## src/rtl/bit_order_pipe.sv

```systemverilog
// bit_order_pipe: per-beat bit/lane reordering stage feeding a DEPTH-entry valid/ready FIFO.
// Optional transfer counter enabled by defining BIT_ORDER_PIPE_STATS_EN.
module bit_order_pipe #(
   parameter int LANE_W = 4,
   parameter int LANES  = 3,
   parameter int DEPTH  = 2,
   localparam int W  = LANES * LANE_W,
   localparam int LW = $clog2(DEPTH + 1)
) (
   input  logic          clk,
   input  logic          rst_n,
   input  logic          in_valid,
   output logic          in_ready,
   input  logic [W-1:0]  in_data,
   input  logic [1:0]    in_mode,
   output logic          out_valid,
   input  logic          out_ready,
   output logic [W-1:0]  out_data,
   output logic [LW-1:0] level,
   input  logic          stats_clr,
   output logic [15:0]   xfer_cnt
);
   localparam int PW = $clog2(DEPTH);
   localparam logic [LW-1:0] FULL = LW'(DEPTH);
   logic [W-1:0] mem [DEPTH];
   logic [PW-1:0] wr_ptr, rd_ptr;
   logic [W-1:0] rev_bits, rev_lanes, rev_word, xformed;
   logic push, pop;
   always_comb begin
      rev_bits  = '0;
      rev_lanes = '0;
      rev_word  = '0;
      for (int k = 0; k < LANES; k++) begin
         for (int b = 0; b < LANE_W; b++) rev_bits[k*LANE_W+b] = in_data[k*LANE_W+LANE_W-1-b];
         rev_lanes[k*LANE_W +: LANE_W] = in_data[(LANES-1-k)*LANE_W +: LANE_W];
      end
      for (int i = 0; i < W; i++) rev_word[i] = in_data[W-1-i];
      xformed = in_mode == 2'd0 ? in_data :
                in_mode == 2'd1 ? rev_bits :
                in_mode == 2'd2 ? rev_lanes : rev_word;
   end
   assign in_ready  = level != FULL;
   assign out_valid = level != '0;
   assign out_data  = mem[rd_ptr];
   assign push = in_valid && in_ready;
   assign pop  = out_valid && out_ready;
   always_ff @(posedge clk or negedge rst_n) begin
      if (!rst_n) begin
         wr_ptr <= '0;
         rd_ptr <= '0;
         level  <= '0;
         for (int i = 0; i < DEPTH; i++) mem[i] <= '0;
      end else begin
         if (push) begin
            mem[wr_ptr] <= xformed;
            wr_ptr <= wr_ptr + PW'(1);
         end
         if (pop) rd_ptr <= rd_ptr + PW'(1);
         if (push != pop) level <= push ? level + LW'(1) : level - LW'(1);
      end
   end
`ifdef BIT_ORDER_PIPE_STATS_EN
   logic [15:0] cnt;
   always_ff @(posedge clk or negedge rst_n) begin
      if (!rst_n) cnt <= '0;
      else if (stats_clr) cnt <= '0;
      else if (pop && cnt != 16'hFFFF) cnt <= cnt + 16'd1;
   end
   assign xfer_cnt = cnt;
`else
   logic unused_clr;
   assign unused_clr = stats_clr;
   assign xfer_cnt = '0;
`endif
endmodule

```

## config.mk

```make
export PLATFORM = sky130hd
export DESIGN_NAME = bit_order_pipe
export DESIGN_NICKNAME = d
export VERILOG_FILES = /design/src/rtl/bit_order_pipe.sv
export SDC_FILE = /design/constraint.sdc
export NUM_CORES = 1
export LEC_CHECK = 0
export ABC_AREA = 1
export BUFFER_PORTS_ARGS = -buffer_cell sky130_fd_sc_hd__buf_2
export CORE_UTILIZATION = 58
export CTS_BUF_LIST = sky130_fd_sc_hd__clkbuf_2 sky130_fd_sc_hd__clkbuf_4 sky130_fd_sc_hd__clkbuf_8
export CTS_CLUSTER_SIZE = 20
export DETAILED_ROUTE_END_ITERATION = 8
export GPL_TIMING_DRIVEN = 0
export PLACE_DENSITY = 0.87
export SLEW_MARGIN = 25
export SYNTH_ARGS = -nofsm -noshare
export SYNTH_HDL_FRONTEND = slang
export SYNTH_SLANG_ARGS = --single-unit
```

## constraint.sdc

```tcl
create_clock -name clk -period 3.12 [get_ports clk]
set_clock_uncertainty 0.05 [all_clocks]
set_input_delay 0.312 -clock clk [delete_from_list [all_inputs] [get_ports clk]]
set_output_delay 0.312 -clock clk [all_outputs]
set_load 0.01 [all_outputs]
```

# ---- Word-level counts from Yosys, hierarchy flattened
# Cells that the tools add are included.
dict set report op_classes {
  n_reduce_logical 5
  n_eq_ne 4
  magnitude_cmp 3
  bitwise 2
  n_mux 10
  add_sub_neg 4
}
# cell count
set ops {}
lappend ops {{$mux W12} 7}
lappend ops {{$bwmux W24} 1}
lappend ops {{$demux W12 S1} 1}
lappend ops {{$ge A2 B2 Y1 const B} 2}
lappend ops {{$not A1 Y2} 2}
lappend ops {{$logic_and A1 B1 Y1} 3}
lappend ops {{$add A1 B1 Y1 const B} 2}
lappend ops {{$add A2 B1 Y2 const B} 1}
lappend ops {{$eq A2 B1 Y1 const B} 1}
lappend ops {{$eq A2 B2 Y1 const B} 1}
lappend ops {{$logic_not A2 Y1} 1}
lappend ops {{$lt A2 B1 Y1 const B} 1}
lappend ops {{$mux W2} 1}
lappend ops {{$ne A2 B2 Y1 const B} 1}
lappend ops {{$reduce_bool A2 Y1} 1}
lappend ops {{$sub A2 B1 Y2 const B} 1}
lappend ops {{$ne A1 B1 Y1} 1}
dict set report totals {
  reg_bits 28
  word_cells 33
  in_bits 19
}

# ---- Longest topological paths before layout
dict set report depth {
  ltp_word 6
  mapped_depth 9
  mapped_depth_nobuf 8
}

# ---- Least setup slack after synthesis
# Ideal clock, no wire load.
dict set report synth_timing {
  kind {reg2out}
  from {register rd_ptr}
  to {output out_data[6]}
  t_required_ps 2758
  path_buffers 2
  slack_ps 1841
  arrival_time_ps 917
  stages_incl_launch_ff 5
  path_cell_list {dfrtp_1 -> buf_2 -> clkbuf_1 -> nand2_1 -> o21ai_0}
}
dict set report synth_via {
  elab_chain_cells 4
}
# element line_no
set synth_lines {}
lappend synth_lines {{start: declaration} 26} ;# logic [PW-1:0] wr_ptr, rd_ptr;
lappend synth_lines {{start signal: assignment} 58} ;# if (pop) rd_ptr <= rd_ptr + PW'(1);
lappend synth_lines {{$not A1 Y2 (not written as such)} 44} ;# assign out_data = mem[rd_ptr];
lappend synth_lines {{$mux W12 (not written as such) (3 in a row)} 44}
lappend synth_lines {{end: declaration} 18} ;# output logic [W-1:0] out_data,
# No other way between the ends. The select of a mux whose other input is x is not followed.

# ---- Final worst setup path
dict set report layout_timing {
  from {register rd_ptr}
  to {output out_data[8]}
}
# Same word-level chain as after synthesis.

==> run summary <==
Synthesized area = 1833 um^2
Post-synth cell types = 29
Die Area = 3389 um^2
Hold Vio Cnt, Final = 0
Fin Setup TNS = 0 ps
Layout cells sized above 1 = 28.28%
Skew-Pair Late Insertion Delay = 320 ps
Vias in the first global route = 1410
#FFs+latches synth = 28
Root buffer cell = clkbuf_4
CTS resizes = 0
Kind of critical path = reg -> out
Multi-input gate area = 890.9 um^2
Per-cell routed wire length = 10.16 um
Post-route ant nets = 0
Ys flop type = dfrtp_1
Synth Warn # = 0
Vias per cell = 4.792
Initial Utilization = 60.54%
Fill cell count = 266
Clock sink count = 28
Post-synth EDFFs = 0
Antenna cell count = 0
Die X-Extent = 58.22 um
Global-route wire length before repair = 5809 um
DP Cell Count = 336
Pin count of the biggest net entering global routing = 29
Clock buffer depth = 2
GPL Wtd Cong = 0.7995
HP Class = in -> reg
DRC = 0
Synthesized area per cell = 7.482 um^2
Tcrit/Tclk final = 64.00%
Max frequency = 500.8 MHz
Crit end category = primary output
Critical Path AT = 1630 ps
Hold slack = 192.4 ps
Row count = 20
Vias post-DR = 1634
Total grt overflow = 0
Max Cap Viol = 0
DRT Pass-1 Iters = 5
Crit path top cell by count = buf_2
Layout Cells excl Fill = 341
Clk slew on worst S/H paths = 140 ps
Register area share after synthesis = 38.23%
CP max FO = 10
Leakage power = 1.232 nW
Post-CTS setup buffers = 0
Hold_buf cts = 1
Status = finished clean
Final Net Count = 317
CP max stage delay = 390 ps
Post-synthesis cell count = 245
Max VDD drop = 0.2255 mV
Tot GR Track Use = 22.13%
CP startpoint kind = register
Htree depth = 1
CTS tree = built
Die span in y = 58.22 um
CP max-delay cell = clkbuf_1
Area grow syn2layout = 17.34%
Port Buf Inserts = 32
Slew Limit Fails = 0
Core outline area = 3028 um^2
CTS buffer count = 3
I/O pin count = 51
Async set-or-reset flop fraction in the synthesized netlist = 100.0%
DRT iter0 DRCs = 63
Routed WL = 3464 um
Pwr Total = 1.648 mW
Setup violations, final = 0
Slew @ Worst Pin = 590.6 ps
Critical-path cell list = buf_2, clkbuf_1, nand2_1, o21ai_0, buf_2
Post-layout min period = 1997 ps
Unrepaired setup endpoints after global routing = no
Final Core Density = 71.03%
Required @ worst endpoint = 2760 ps
Register area = 700.7 um^2
Pwr Density = 766.0 nW/um^2
Initial antenna violation count = 0
Dpl hpwl = 2633 um
Slew headroom = 60.63%
-- power by group --
group / leakage (nW) / switching [mW] / internal [mW]
Clock: 0.0210 / 0.102 / 0.0715
Sequential: 0.346 / 0.0934 / 0.533
Combinational: 0.865 / 0.508 / 0.339
Total: 1.23 / 0.704 / 0.944
-- final cells by class --
class / count / share of cell area [%]
plain buffers: 23 / 8.551
inverters: 25 / 5.294
well taps: 44 / 2.560
clock buffers: 4 / 1.687
flip-flops and latches: 28 / 32.58
repair buffers: 33 / 7.912
multi-input cells: 184 / 41.42
-- critical path, delay by kind of cell, from the launching register on --
kind | cells | cell delay (ps)
and+or+nand+nor | 1 | 80
DFF | 1 | 350
buffers and inverters | 3 | 750
AOI/OAI and AO/OA | 1 | 120
-- Yosys cell counts (3+ instances only) --
library cell / instances / area (um^2)
buf_4: 17 / 127.6
dfrtp_1: 28 / 700.7
inv_1: 18 / 67.56
inv_2: 3 / 11.26
nand2_1: 101 / 379.1
nand2_2: 4 / 25.02
nand3_1: 17 / 85.08
nand3_2: 7 / 70.07
o21ai_0: 13 / 65.06
o21ai_1: 9 / 45.04
o21ai_2: 4 / 35.03
-- cells in the final DEF, fill, tap and decap left out, types with 2 or more instances in the layout --
| cell type | instances |
|---|---|
| nand2_1 | 101 |
| buf_2 | 34 |
| dfrtp_1 | 28 |
| inv_1 | 18 |
| nand3_1 | 17 |
| buf_4 | 17 |
| conb_1 | 16 |
| o21ai_0 | 13 |
| o21ai_1 | 9 |
| nand3_2 | 7 |
| nand2_2 | 4 |
| o21ai_2 | 4 |
| inv_2 | 3 |
| clkbuf_4 | 3 |
| buf_6 | 2 |
| nand2_4 | 2 |
| or2_1 | 2 |
| xor2_1 | 2 |
| o21bai_1 | 2 |
-- routing by layer --
metal | vias up | wire length [um] | track usage, % | share of wire, %
li1 | 840 | - | - | -
met1 | 733 | 1632 | 30.28 | 47
met2 | 58 | 1667 | 38.26 | 48
met3 | 3 | 139 | 0.6696 | 4.0
met4 | 0 | 25 | 7.143 | 0.72
met5 | - | 0 | 0 | 0
-- sequential cells by signal, summed over array words and instances (netlist names) --
register and count:
mem 24, level 2, rd_ptr 1, wr_ptr 1
-- kinds of logic after synthesis --
logic type                count (synthesis)  synth area share, %
AOI/OAI and AO/OA                        30                9.419
DFF                                      28                38.23
and+or+nand+nor                         136                34.95
buffers and inverters                    48                16.25
other                                     1               0.2046
xor gates and xnor gates                  2               0.9558
-- worst paths after layout --
| check | startpoint | endpoint | cells past startpoint | slack [ps] |
|---|---|---|---|---|
| min in group asynchronous | rst_n | mem[17]$_DFFE_PN0P_ | 2 | 460 |
| hold reg to reg | mem[3]$_DFFE_PN0P_ | mem[3]$_DFFE_PN0P_ | 2 | 450 |
| setup / recovery | rd_ptr$_DFFE_PN0P_ | out_data[8] | 5 | 1120 |
| hold / removal | out_ready | rd_ptr$_DFFE_PN0P_ | 3 | 190 |
| max in group asynchronous | rst_n | mem[7]$_DFFE_PN0P_ | 2 | 2180 |
| setup reg to reg | level[0]$_DFFE_PN0P_ | mem[15]$_DFFE_PN0P_ | 9 | 1810 |
-- metrics by stage --
stage	setup WS, ps	cell area, um^2
3_5_place_dp	1535	2105
4_1_cts	1150	2151
3_3_place_gp	1535	2105
2_1_floorplan	1841	1889
5_1_grt	1027	2151
6_report	1123	2151
(Power assumes the default switching activity.)
